### src/rtl/lspc_host_master.sv
// lspc_host_master: 68k-style bus master driving the LSPC2 CPU register port.
// Latency: single ops complete STROBE_CYCLES+3 cycles after acceptance; NOP on the next cycle.
// Backpressure: CMD_READY is high only in IDLE; optional VRAM fill bursts compiled in with LSPC_BURST_EN.
module lspc_host_master #(
    parameter int STROBE_CYCLES = 8
) (
    input  logic        CLK_24M,
    input  logic        RESET,
    input  logic        CMD_VALID,
    output logic        CMD_READY,
    input  logic [1:0]  CMD_OP,
    input  logic [2:0]  CMD_REG,
    input  logic [15:0] CMD_DATA,
    input  logic [15:0] CMD_ADDR,
    input  logic [15:0] CMD_MOD,
    input  logic [15:0] CMD_COUNT,
    output logic [2:0]  M68K_ADDR,
    output logic [15:0] M68K_DATA_OUT,
    output logic        M68K_DATA_OE,
    input  logic [15:0] M68K_DATA_IN,
    output logic        LSPWE,
    output logic        LSPOE,
    output logic        RSP_VALID,
    output logic [15:0] RSP_DATA
);

    localparam logic [2:0] S_IDLE   = 3'd0;
    localparam logic [2:0] S_SETUP  = 3'd1;
    localparam logic [2:0] S_STROBE = 3'd2;
    localparam logic [2:0] S_HOLD   = 3'd3;
    localparam logic [2:0] S_GAP    = 3'd4;

    localparam logic [7:0] STRB_LAST = 8'(STROBE_CYCLES - 1);

    logic [2:0]  state;
    logic [2:0]  state_nxt;
    logic [7:0]  strb_cnt;
    logic        is_read;
    logic [2:0]  reg_q;
    logic [15:0] data_q;
    logic        rsp_vld_q;
    logic [15:0] rsp_data_q;

    logic        accept;
    logic        start_bus;
    logic        last_cycle;
    logic [2:0]  cur_reg;
    logic [15:0] cur_data;

    // Ready is purely state based; reset holds it low without waiting for an edge.
    assign CMD_READY = (state == S_IDLE) && !RESET;
    assign accept    = CMD_VALID && CMD_READY;

`ifdef LSPC_BURST_EN
    localparam logic [1:0] B_ADDR = 2'd0;
    localparam logic [1:0] B_MOD  = 2'd1;
    localparam logic [1:0] B_DATA = 2'd2;

    logic        burst_q;
    logic [1:0]  phase_q;
    logic [15:0] addr_q;
    logic [15:0] mod_q;
    logic [15:0] cnt_q;

    assign start_bus = (CMD_OP != 2'b11);

    // A burst ends after the VRAMMOD write when the count is zero, otherwise after the last data write.
    assign last_cycle = !burst_q
                     || ((phase_q == B_MOD)  && (cnt_q == 16'd0))
                     || ((phase_q == B_DATA) && (cnt_q == 16'd1));

    // Select which register/value the current bus cycle carries.
    always_comb begin
        cur_reg  = reg_q;
        cur_data = data_q;
        if (burst_q) begin
            case (phase_q)
                B_ADDR:  begin cur_reg = 3'd0; cur_data = addr_q; end
                B_MOD:   begin cur_reg = 3'd2; cur_data = mod_q;  end
                default: begin cur_reg = 3'd1; cur_data = data_q; end
            endcase
        end
    end

    // Burst bookkeeping: capture on acceptance, advance phase at the end of each HOLD.
    always_ff @(posedge CLK_24M) begin
        if (RESET) begin
            burst_q <= 1'b0;
            phase_q <= B_ADDR;
            addr_q  <= 16'd0;
            mod_q   <= 16'd0;
            cnt_q   <= 16'd0;
        end else if (accept) begin
            burst_q <= (CMD_OP == 2'b10);
            phase_q <= B_ADDR;
            addr_q  <= CMD_ADDR;
            mod_q   <= CMD_MOD;
            cnt_q   <= CMD_COUNT;
        end else if (state == S_HOLD && burst_q) begin
            case (phase_q)
                B_ADDR:  phase_q <= B_MOD;
                B_MOD:   phase_q <= B_DATA;
                default: cnt_q   <= cnt_q - 16'd1;
            endcase
        end
    end
`else
    logic unused_burst_inputs;
    assign unused_burst_inputs = ^{CMD_ADDR, CMD_MOD, CMD_COUNT};

    // Without burst support op 10 behaves like a NOP.
    assign start_bus  = !CMD_OP[1];
    assign last_cycle = 1'b1;
    assign cur_reg    = reg_q;
    assign cur_data   = data_q;
`endif

    // State register.
    always_ff @(posedge CLK_24M) begin
        if (RESET) state <= S_IDLE;
        else       state <= state_nxt;
    end

    // Next-state logic for the bus-cycle sequencer.
    always_comb begin
        state_nxt = state;
        case (state)
            S_IDLE:   if (accept && start_bus) state_nxt = S_SETUP;
            S_SETUP:  state_nxt = S_STROBE;
            S_STROBE: if (strb_cnt == 8'd0) state_nxt = S_HOLD;
            S_HOLD:   state_nxt = last_cycle ? S_IDLE : S_GAP;
            S_GAP:    state_nxt = S_SETUP;
            default:  state_nxt = S_IDLE;
        endcase
    end

    // Bus outputs are decoded from state so reset forces them idle on the same edge.
    always_comb begin
        M68K_ADDR     = 3'd0;
        M68K_DATA_OUT = 16'd0;
        M68K_DATA_OE  = 1'b0;
        LSPWE         = 1'b1;
        LSPOE         = 1'b1;
        case (state)
            S_SETUP, S_HOLD: begin
                M68K_ADDR     = cur_reg;
                M68K_DATA_OUT = cur_data;
                M68K_DATA_OE  = !is_read;
            end
            S_STROBE: begin
                M68K_ADDR     = cur_reg;
                M68K_DATA_OUT = cur_data;
                M68K_DATA_OE  = !is_read;
                LSPWE         = is_read;
                LSPOE         = !is_read;
            end
            default: ;
        endcase
    end

    // Strobe width counter, loaded during SETUP and counted down through STROBE.
    always_ff @(posedge CLK_24M) begin
        if (RESET)                   strb_cnt <= 8'd0;
        else if (state == S_SETUP)   strb_cnt <= STRB_LAST;
        else if (state == S_STROBE)  strb_cnt <= strb_cnt - 8'd1;
    end

    // Command capture and response generation.
    always_ff @(posedge CLK_24M) begin
        if (RESET) begin
            is_read    <= 1'b0;
            reg_q      <= 3'd0;
            data_q     <= 16'd0;
            rsp_vld_q  <= 1'b0;
            rsp_data_q <= 16'd0;
        end else begin
            rsp_vld_q <= 1'b0;
            if (accept) begin
                is_read    <= (CMD_OP == 2'b01);
                reg_q      <= CMD_REG;
                data_q     <= CMD_DATA;
                rsp_data_q <= 16'd0;
                if (!start_bus) rsp_vld_q <= 1'b1;
            end
            if (state == S_STROBE && strb_cnt == 8'd0 && is_read)
                rsp_data_q <= M68K_DATA_IN;
            if (state == S_HOLD && last_cycle)
                rsp_vld_q <= 1'b1;
        end
    end

    assign RSP_VALID = rsp_vld_q;
    assign RSP_DATA  = rsp_data_q;

endmodule
### config.mk
export PLATFORM = sky130hd
export DESIGN_NAME = lspc_host_master
export DESIGN_NICKNAME = d
export VERILOG_FILES = /design/src/rtl/lspc_host_master.sv
export SDC_FILE = /design/constraint.sdc
export NUM_CORES = 1
export LEC_CHECK = 0
export ABC_AREA = 1
export CAP_MARGIN = 20
export CORE_MARGIN = 2
export CORE_UTILIZATION = 35
export CTS_BUF_LIST = sky130_fd_sc_hd__clkbuf_8
export DETAILED_ROUTE_END_ITERATION = 10
export GPL_TIMING_DRIVEN = 0
export HOLD_SLACK_MARGIN = 0.06
export PLACE_DENSITY_LB_ADDON = 0.05
export SYNTH_ARGS = -nofsm -noshare
export SYNTH_HDL_FRONTEND = slang
export SYNTH_SLANG_ARGS = --single-unit
### constraint.sdc
create_clock -name CLK_24M -period 1.85 [get_ports CLK_24M]
set_input_delay 0.37 -clock CLK_24M [delete_from_list [all_inputs] [get_ports CLK_24M]]
set_output_delay 0.37 -clock CLK_24M [all_outputs]
set_load 0.05 [all_outputs]
==> flow_summary.ini <==
[setup_path]
cp_slowest_cell = clkdlybuf4s50_1
reg2reg_from = state[1]
reg2regPathDepth = 6
cp_num_buf_inv = 1
worstPathArrival_ns = 1.43
endpoint_kind = output pin
crit_path_max_fanout = 2
rrSetupSlack_ns = 0.46
start_kind = register
cp.required_ns = 1.48
crit_type = register to output pin
crit_family = buffers and inverters
max_stage_delay_ns = 0.80
r2r-end = cur_data[11]
cp_cell_sequence = clkdlybuf4s50_1

[global_route]
grt_overflow = 0
grt_pass1_wl_mm = 9.16
globalRouteTotalUtil_pct = 16.2
grt_pass1_vias = 1896
grt_max_degree = 14
antenna_found_initial = 0

[placement]
hpwl_mm = 3.88
globalplace.congestion = 0.783
placed_area_mm2 = 0.00311
port_buffers = 79

[cts]
htreeDepth = 2
cts.clk_slew.worst_paths_ns = 0.08
clock_path_buffers = 2
cts_tree = done
clock_latency_ns = 0.30
clock-sinks = 47
root_buffer = clkbuf_8
cts_buffers = 5
post_cts_buffers = 0

[power_and_ir_drop]
p_int_mw = 2.36
swShare_pct = 42.8
power_frac_seq_pct = 30.9
power_mw = 4.12
power_density_mw_per_mm2 = 1240
leakage_nw = 1.38
power.share.combinational_pct = 52.6
p_switching_mw = 1.76
pwr-share-clk_pct = 16.5
ir_drop_uv = 633

[timing]
final.min_clock_period_ns = 1.80
fin_hold_ws_ns = 0.454
setup_violations = 0
slew_headroom_pct = 66.4
tightestPinTransition_ns = 0.503
hold_viol = 0
fin_crit_sh_pct = 97.5
finClkSkew_ns = 0.00545
setup_tns_ns = 0
slew_viol_final = 0
fmax_mhz = 554
rsz0062_at_grt = yes

[die]
core-area_mm2 = 0.00624
start_util_pct = 35.6
dieArea_mm2 = 0.00701
io_pins = 128
dieHeight_um = 83.7
die_w_um = 83.7
rows = 29

[min_path]
holdPathEnd = cur_data[0]
worstHoldStart = cur_data[0]
hp-class = register to register
hold_path_depth = 2

[logic_synthesis]
synth_top_family_by_area = simple AND/OR/NAND/NOR gates
synthAdderAreaFrac_pct = 3.38
synth_commonest_cells = dfxtp_1 (47), a21oi_1 (32), nor2_1 (32)
synth_xor_area_share_pct = 1.58
synth-simple-area-share_pct = 23.9
synth_cells = 260
async_flop_share_pct = 0
synth-compound-area-share_pct = 17.3
synth_area_leaders = dfxtp_1 (42%), nand3_2 (9.5%), a21oi_1 (7.2%)
synth-seq-cells = 47
synth.most_common_cell = dfxtp_1
synth_nets = 354
synth_top_area_share_pct = 42.3
synth_cell_type_count = 30
syn_area_mm2 = 0.00222
yosysSeqAreaShare_pct = 42.3
ys.flop_type = dfxtp_1
synthMuxAreaShare_pct = 0
synth_edf_count = 0
synth_top_area_cell = dfxtp_1
yosys_warnings = 0
synth_area_per_cell_um2 = 8.55

[job]
maxCapViolations = 0

[drt]
vias_per_cell = 4.63
drc = 0
wire_per_inst_um = 12.4
drt-initial-drc-count = 49
drtAntennaViolNets = 0
drt_wl_total_mm = 5.26
vias = 1963
drt-pass1-iter-count = 4

[layout]
synthToLayoutAreaGrowth_pct = 49.4
antennaDiodeCount = 0
final_design_area_no_fill_mm2 = 0.00332
utilization_pct = 53.2
drive_gt1_share_pct = 28.2
fin_nets = 440

[status]
run_status = finished clean
metal layers:
layer	track usage [%]	share of wire [%]
met1	22.4	49
met5	0	0
met3	3.56	4.8
met4	4.84	1.2
met2	25.4	45
how the worst max path moves through the flow:
stage | startpoint | endpoint | slack [ns] | depth (start not counted)
final | RSP_DATA[3] | RSP_DATA[3] | 0.05 | 1
after global routing | state[1] | M68K_DATA_OUT[3] | -0.03 | 5
after CTS | RSP_DATA[6] | RSP_DATA[6] | 0.0009 | 1
after detailed placement | state[0] | M68K_DATA_OUT[15] | -0.50 | 5
after global placement | state[0] | M68K_DATA_OUT[9] | -0.51 | 5
after floorplan | state[0] | M68K_ADDR[2] | -0.06 | 4
final cells by class:
class | count | area [um2]
fillers | 597 | 2920
multi-input cells | 166 | 1090
flip-flops and latches | 47 | 946
repair buffers | 79 | 811
plain buffers | 15 | 154
inverters | 32 | 125
clock buffers | 7 | 96.3
well taps | 77 | 96.3
clock inverters | 1 | 3.75
power groups by stage:
stage / logic, mW / clock network, mW / registers (mW)
4_1_cts: 2.14 / 0.710 / 1.27
2_1_floorplan: 1.46 / 0 / 1.28
3_3_place_gp: 2.00 / 0 / 1.28
3_5_place_dp: 1.99 / 0 / 1.28
6_report: 2.17 / 0.678 / 1.27
5_1_grt: 2.36 / 0.746 / 1.29
metrics by stage:
stage,instances,setup WS [ns]
2_1_floorplan,260,-0.0586
3_3_place_gp,416,-0.513
3_5_place_dp,416,-0.497
4_1_cts,424,0.000894
5_1_grt,424,-0.0319
6_report,424,0.0458
what timing repair did:
action	4_1_cts	5_1_grt
setup endpoints to repair	30	24
hold buffers	0	0
hold endpoints to repair	0	0
resized for setup	174	24
worst register-to-register path, delay by kind of cell (launching register included):
kind	cells	cell delay, ns
flops	1	0.38
buf+inv	2	0.38
compound gates	2	0.28
fa+ha+maj	1	0.19
simple gates	1	0.10
kinds of logic (layout without fill, tap and decap cells):
family                     count (synthesis)  after routing
AOI/OAI and AO/OA                         69             69
xor gates and xnor gates                   4              4
adders and majority gates                  6              6
buffers and inverters                     47            134
DFF                                       47             47
and+or+nand+nor                           87             87
placed cells by master, fill, tap and decap left out, types with 3 or more instances in the layout:
cell             instances
clkdlybuf4s50_1         42
o21ai_0                 20
clkbuf_8                12
nand3_1                 16
buf_4                    5
xor2_1                   4
o21ai_1                  5
nand3_2                 21
a21oi_2                 10
buf_6                   22
a21oi_1                 32
nor2_2                  10
ha_1                     4
nor2_4                   3
dlymetal6s2s_1           7
nand2_1                  9
dlygate4sd2_1            7
nor2_1                  21
dfxtp_1                 45
inv_1                   30
No activity file was read; power rests on OpenSTA's default activity.
